File: config.mk
export PLATFORM = sky130hd
export DESIGN_NAME = switch_debounce
export DESIGN_NICKNAME = d
export VERILOG_FILES = /design/src/rtl/switch_debounce.sv
export SDC_FILE = /design/constraint.sdc
export NUM_CORES = 1
export LEC_CHECK = 0
export CAP_MARGIN = 20
export CORE_MARGIN = 5
export CORE_UTILIZATION = 40
export CTS_CLUSTER_SIZE = 14
export DETAILED_ROUTE_END_ITERATION = 8
export PLACE_DENSITY_LB_ADDON = 0.2
export SLEW_MARGIN = 20
export SYNTH_ARGS = -nofsm -noshare
export SYNTH_HDL_FRONTEND = slang
export SYNTH_SLANG_ARGS = --single-unit
export TNS_END_PERCENT = 100
File: constraint.sdc
create_clock -name HCLK -period 1.6 [get_ports HCLK]
set_clock_uncertainty 0.1 [all_clocks]
set_input_delay 0.32 -clock HCLK [delete_from_list [all_inputs] [get_ports HCLK]]
set_output_delay 0.32 -clock HCLK [all_outputs]
set_load 0.01 [all_outputs]
File: src/rtl/switch_debounce.sv
// switch_debounce: synchronise and debounce active-low switch inputs into clean levels and one-cycle pulses
// Ports: HCLK clock; HRESET sync active-high reset; nSwitch_in raw active-low inputs;
//        Switch_level debounced active-high level; Switch_press/Switch_release one-cycle edge pulses;
//        Switch_long one-cycle long-press pulse (only when built with LONG_PRESS_EN, else constant 0).
module switch_debounce #(
    parameter int N_CH              = 4,
    parameter int DEBOUNCE_CYCLES   = 1024,
    parameter int LONG_PRESS_CYCLES = 65536
) (
    input  logic            HCLK,
    input  logic            HRESET,
    input  logic [N_CH-1:0] nSwitch_in,
    output logic [N_CH-1:0] Switch_level,
    output logic [N_CH-1:0] Switch_press,
    output logic [N_CH-1:0] Switch_release,
    output logic [N_CH-1:0] Switch_long
);
    localparam int CW = $clog2(DEBOUNCE_CYCLES + 1);
    localparam logic [CW-1:0] CNT_LAST = CW'(DEBOUNCE_CYCLES - 1);
    logic [N_CH-1:0] sync1_q, sync2_q, raw_p, stable_q, stable_d, press_q, rel_q;
    logic [N_CH-1:0][CW-1:0] cnt_q, cnt_d;
    assign raw_p = ~sync2_q;
    // A counter at its last value implies the previous sample mismatched, so the
    // current sample is either the confirmed new level or equal to the old one.
    always_comb begin
        stable_d = stable_q;
        cnt_d = cnt_q;
        for (int i = 0; i < N_CH; i++) begin
            stable_d[i] = (cnt_q[i] == CNT_LAST) ? raw_p[i] : stable_q[i];
            cnt_d[i] = (raw_p[i] == stable_q[i] || cnt_q[i] == CNT_LAST) ? '0 : cnt_q[i] + 1'b1;
        end
    end
    always_ff @(posedge HCLK) begin
        if (HRESET) begin
            sync1_q <= '1;
            sync2_q <= '1;
            stable_q <= '0;
            cnt_q <= '0;
            press_q <= '0;
            rel_q <= '0;
        end else begin
            sync1_q <= nSwitch_in;
            sync2_q <= sync1_q;
            stable_q <= stable_d;
            cnt_q <= cnt_d;
            press_q <= stable_d & ~stable_q;
            rel_q <= stable_q & ~stable_d;
        end
    end
    assign Switch_level = stable_q;
    assign Switch_press = press_q;
    assign Switch_release = rel_q;
`ifdef LONG_PRESS_EN
    localparam int LW = $clog2(LONG_PRESS_CYCLES + 1);
    localparam logic [LW-1:0] HOLD_MAX = LW'(LONG_PRESS_CYCLES);
    localparam logic [LW-1:0] HOLD_FIRE = LW'(LONG_PRESS_CYCLES - 1);
    logic [N_CH-1:0][LW-1:0] hold_q, hold_d;
    // Counting only while the level stays 1 across the edge keeps the counter at 0
    // in the press cycle and clears it in the release cycle.
    always_comb begin
        hold_d = hold_q;
        Switch_long = '0;
        for (int i = 0; i < N_CH; i++) begin
            hold_d[i] = !(stable_d[i] && stable_q[i]) ? '0 : (hold_q[i] == HOLD_MAX) ? hold_q[i] : hold_q[i] + 1'b1;
            Switch_long[i] = stable_q[i] && hold_q[i] == HOLD_FIRE;
        end
    end
    always_ff @(posedge HCLK) begin
        if (HRESET) hold_q <= '0;
        else hold_q <= hold_d;
    end
`else
    // The long-press length only matters with hold counters; any legal value (>= 1) makes this 0.
    assign Switch_long = {N_CH{LONG_PRESS_CYCLES < 1}};
`endif
endmodule

Word level (Yosys, flattened, before mapping)
Cells that the tools add are included. Widths: inputs -> output; s select.

Input bits: 6. Word-level logic and storage cells: 38. Register bits after elaboration: 64. Output and inout port bits: 16.

Equality and inequality tests: 8. Reductions and logical operators: 8. $add $sub $neg: 4. Bitwise logic cells: 5. Multiplexer cells: 4.

Operators by type and width (number): $add 11x1->11 const B (4); $eq 11x10->1 const B (4); $not 4->4 (3); $and 4x4->4 (2); $reduce_or 2->1 (4); $eq 1x1->1 (4); $logic_or 1x1->1 (4); $mux 1 (4).

Longest topological paths before layout
Depth in word-level cells: 4. Gate-level depth with buffers: 5. Mapped depth without buffers: 4.

Worst setup path after synthesis
OpenSTA, ideal clock, no wires.

Path kind: reg2reg. Start: register cnt_q[22] (netlist bit). End: register stable_q[2] (netlist: Switch_level[2]). Data arrival time: 1.436 ns. Library setup time: 0.123 ns. Path slack: -0.059 ns. Period minus slack after synthesis: 1.659 ns. Buffers on the path: 0. Cell stages (with the launch flop): 5. Data required time: 1.377 ns. Cells stage by stage: dfxtp_1 ha_1 nand3_1 or4_4 mux2_1.

Word-level cells in the longest chain between the ends: 2.

Ends and longest elaborated chain: start: declaration (line 21) `logic [N_CH-1:0][CW-1:0] cnt_q, cnt_d;`; start signal: assignment (line 45) `cnt_q <= cnt_d;`; $eq 11x10->1 (line 29) `stable_d[i] = (cnt_q[i] == CNT_LAST) ? raw_p[i] : stable_q[i];`; $mux 1 (line 29); end signal: assignment (line 44) `stable_q <= stable_d;`; end: declaration (line 20) `logic [N_CH-1:0] sync1_q, sync2_q, raw_p, stable_q, stable_d, press_q, rel_q;`.

No other way between the ends. A chain may end at the register's enable or synchronous reset.

Worst setup path in the final report
Start: register cnt_q[38] (netlist bit). End: register cnt_q[42] (netlist bit).

Word-level cells in the longest chain between the ends: 3. Elaborated cells between the ends (all ways): 4. Those cells by class: add/sub (1); eq/ne (1); reduce/logical (2).

Ends and longest elaborated chain: parallel branches: the longest is 3 deep, another holds $add 11x1->11.

Parallel ways; which one is timed is not known.

==> run metrics <==
hold path start=sync1_q[3]; reported max-cap violation count=0; startpoint types=flip-flop; CTS tree=built; unrepaired setup endpoints after global routing=true; sequential cell fraction of total power=54.6%; fraction of layout cells with a size suffix above 1=33.7%; hold-critical path depth=1; crit path cell chain=nand4_1 > buf_4 > or4_4 > a211oi_2; violated checks=negative setup slack; share of flip-flops with an asynchronous set or reset=0%; routed len/inst=12.3 um; finished layout cell area=3450 um^2; synthesis-to-layout area growth=34.1%; Clock H-tree levels=3; clock buffer depth=2; top post-synthesis cells by count=64 x dfxtp_1, 18 x a211oi_1, 18 x nor3_1; I/O pin cnt=22; Psw=626 uW; Reg-to-Reg Start=cnt_q[38]; critical path arrival=1770 ps; utilization after layout=54.6%; switching share of total power=21.2%; CP Capture Type=flip-flop; Mapped Avg Cell Area=9.84 um^2; Remaining Overflow, GRT=0; register bit total from synthesis=64; post-synthesis sequential area ratio=49.9%; min setup slack post-route=-16.4 ps; Reg2Reg Depth=4; total of warnings raised by yosys=0; worst vdd ir=0.573 mV; FF+latch area=1300 um^2; Final Critical Period=1620 ps; Top Family by Delay on Critical Path=simple AND/OR/NAND/NOR gates; # fillers=590; # rows=29; period utilization=101%; Required @ worst endpoint=1750 ps; Fmax=619 MHz; DP Area=3140 um^2; count of cell types in the netlist=36; ys flop type=dfxtp_1; final hold viol count=0; CTS Sinks=64; Hold EP=sync2_q[3]; Setup CP Type=reg -> reg; chip width=90.1 um; number of antenna diodes=0; worst slack at placement=-99.5 ps; post-synthesis adder-cell area fraction=1.95%; number of global-route vias before repair=1889; final setup TNS=-16.4 ps; NumNets Final=334; Clk Latency, worst-skew pair=330 ps; Worst path slowest cell=or4_4; Die Y=90.1 um; Clock power frac=43.0%; final wirelength=4.99 mm; slowest cell delay on critical path=510 ps; Post-Syn Area=2570 um^2; Compound-Gate Fraction of Synth Area=10.8%; WP buf/inv=1; Reg2Reg Setup Slack=-20 ps; DR vias=2029; hpwl dp=3.44 mm; Yosys top cell by area=dfxtp_1; clock transition at the registers of the reported paths=70 ps; Crit Path Max Fanout=7; top cells by area, synth=dfxtp_1 50%, a211oi_1 5.3%, nor3_1 3.5%; IO Port Bufs=17; first-pass GRT wire length=8.44 mm; Leak=1.23 nW; # DRC=0; pin count of the biggest net entering global routing=24; total die area=8120 um^2; post-synth top area share=49.9%; initial antenna violation count=0; vias per cell=5.00; number of buffers created by CTS=9; Worst R2R End=cnt_q[42]; core footprint=6310 um^2; simple-gate share of the synthesized area=27.6%; Cell Pwr Density=856 nW/um^2; Critical Path Stages=4; gpl congestion=0.745; cts hold-fix bufs=0; portion of netlist area occupied by mux cells=1.75%; Hold Path Class=reg -> reg; Detail Route Antenna Nets=0; GR Util All Layers=12.7%; Starting Density=40.7%; CTS Root Cell=clkbuf_8; fin. max-slew vios=0; count leader, synth=dfxtp_1; Final setup viols=1; DRT iter0 DRCs=49; cell count after synthesis=261; EDFF count, synth=0; Synth Area in XOR/XNOR=4.77%; footprint of the multi-input gates=1330 um^2; drt pass-1 iters=4; largest family of logic cells by synthesized area=simple AND/OR/NAND/NOR gates; outcome=complete, but fails checks; share of power burned in combinational logic=2.4%; Int Pwr=2.32 mW
==> layout by cell type (no fill, tap or decap), drive strengths merged <==
cell type      synthesis  layout
a21oi                  3       3
a211oi                18      18
clkbuf                 6      13
nor3                  18      18
nand2                 13      13
or3                   15      15
nand2b                 2       2
mux2                   4       4
nor2b                  4       4
dlygate4sd2            0      12
xor2                   8       8
xnor2                  6       6
inv                    2       2
buf                    8      46
nand4                  5       5
nor4                   3       3
a21o                   2       2
or4                    6       6
nor2                   8       8
o21ai                 15      15
ha                     4       4
conb                   1       4
and4b                  2       2
dfxtp                 64      64
nand3                 17      17
clkinv                 0       3
nor3b                  9       9
o31ai                  5       5
clkdlybuf4s50          0       5
or2                   10      10
nor4b                  3       3
==> area by class of cell <==
class,instances,area share (%)
tap,77,2.80
sequential,64,37.7
clock buffer,13,4.90
inverter,2,0.218
multi-input combinational,184,38.6
timing repair buffer,63,15.4
clock inverter,3,0.436
==> repair_timing <==
item	CTS	global route
setup buffers	0	2
pin swaps	2	6
resized for setup	24	18
setup endpoints to repair	30	22
==> power groups by stage <==
stage	sequential [mW]	clock, mW	combinational, mW
5_1_grt	1.61	1.40	0.0776
2_1_floorplan	1.65	0	0.0439
6_report	1.61	1.27	0.0697
3_3_place_gp	1.65	0	0.0682
4_1_cts	1.61	1.31	0.0690
3_5_place_dp	1.65	0	0.0686
==> worst max-delay path by stage <==
stage          startpoint              end
2_1_floorplan   cnt_q[22]  Switch_level[2]
4_1_cts         cnt_q[38]        cnt_q[42]
5_1_grt         cnt_q[38]        cnt_q[42]
6_report        cnt_q[38]        cnt_q[42]
3_5_place_dp       HRESET        cnt_q[21]
3_3_place_gp       HRESET        cnt_q[21]
==> layer usage <==
layer	wire, um	track usage [%]	up-vias
li1	-	-	1065
met1	2490	16.4	936
met2	2260	18.8	24
met3	192	4.17	4
met4	51	6.33	0
met5	0	0	-
==> state kept, by name, indices dropped and copies added (netlist names) <==
signal	cells
Switch_press	4
Switch_release	4
Switch_level	4
sync2_q	4
cnt_q	44
sync1_q	4
==> logic make-up after synthesis <==
logic type	after synthesis
buffers and inverters	16
AND/OR/NAND/NOR	115
multiplexers	4
XOR/XNOR	14
adder cells (fa/ha/maj)	4
AO/OA/AOI/OAI	43
other	1
flip-flops	64
==> per-stage QoR <==
| stage | total power [mW] | hold slack [ps] | instances |
|---|---|---|---|
| after CTS | 2.99 | 310 | 404 |
| after floorplan | 1.69 | 289 | 264 |
| after detailed placement | 1.72 | 295 | 388 |
| final | 2.95 | 308 | 406 |
| after global placement | 1.72 | 293 | 388 |
| after global routing | 3.09 | 325 | 406 |
Power figures use the tool's default switching activity.
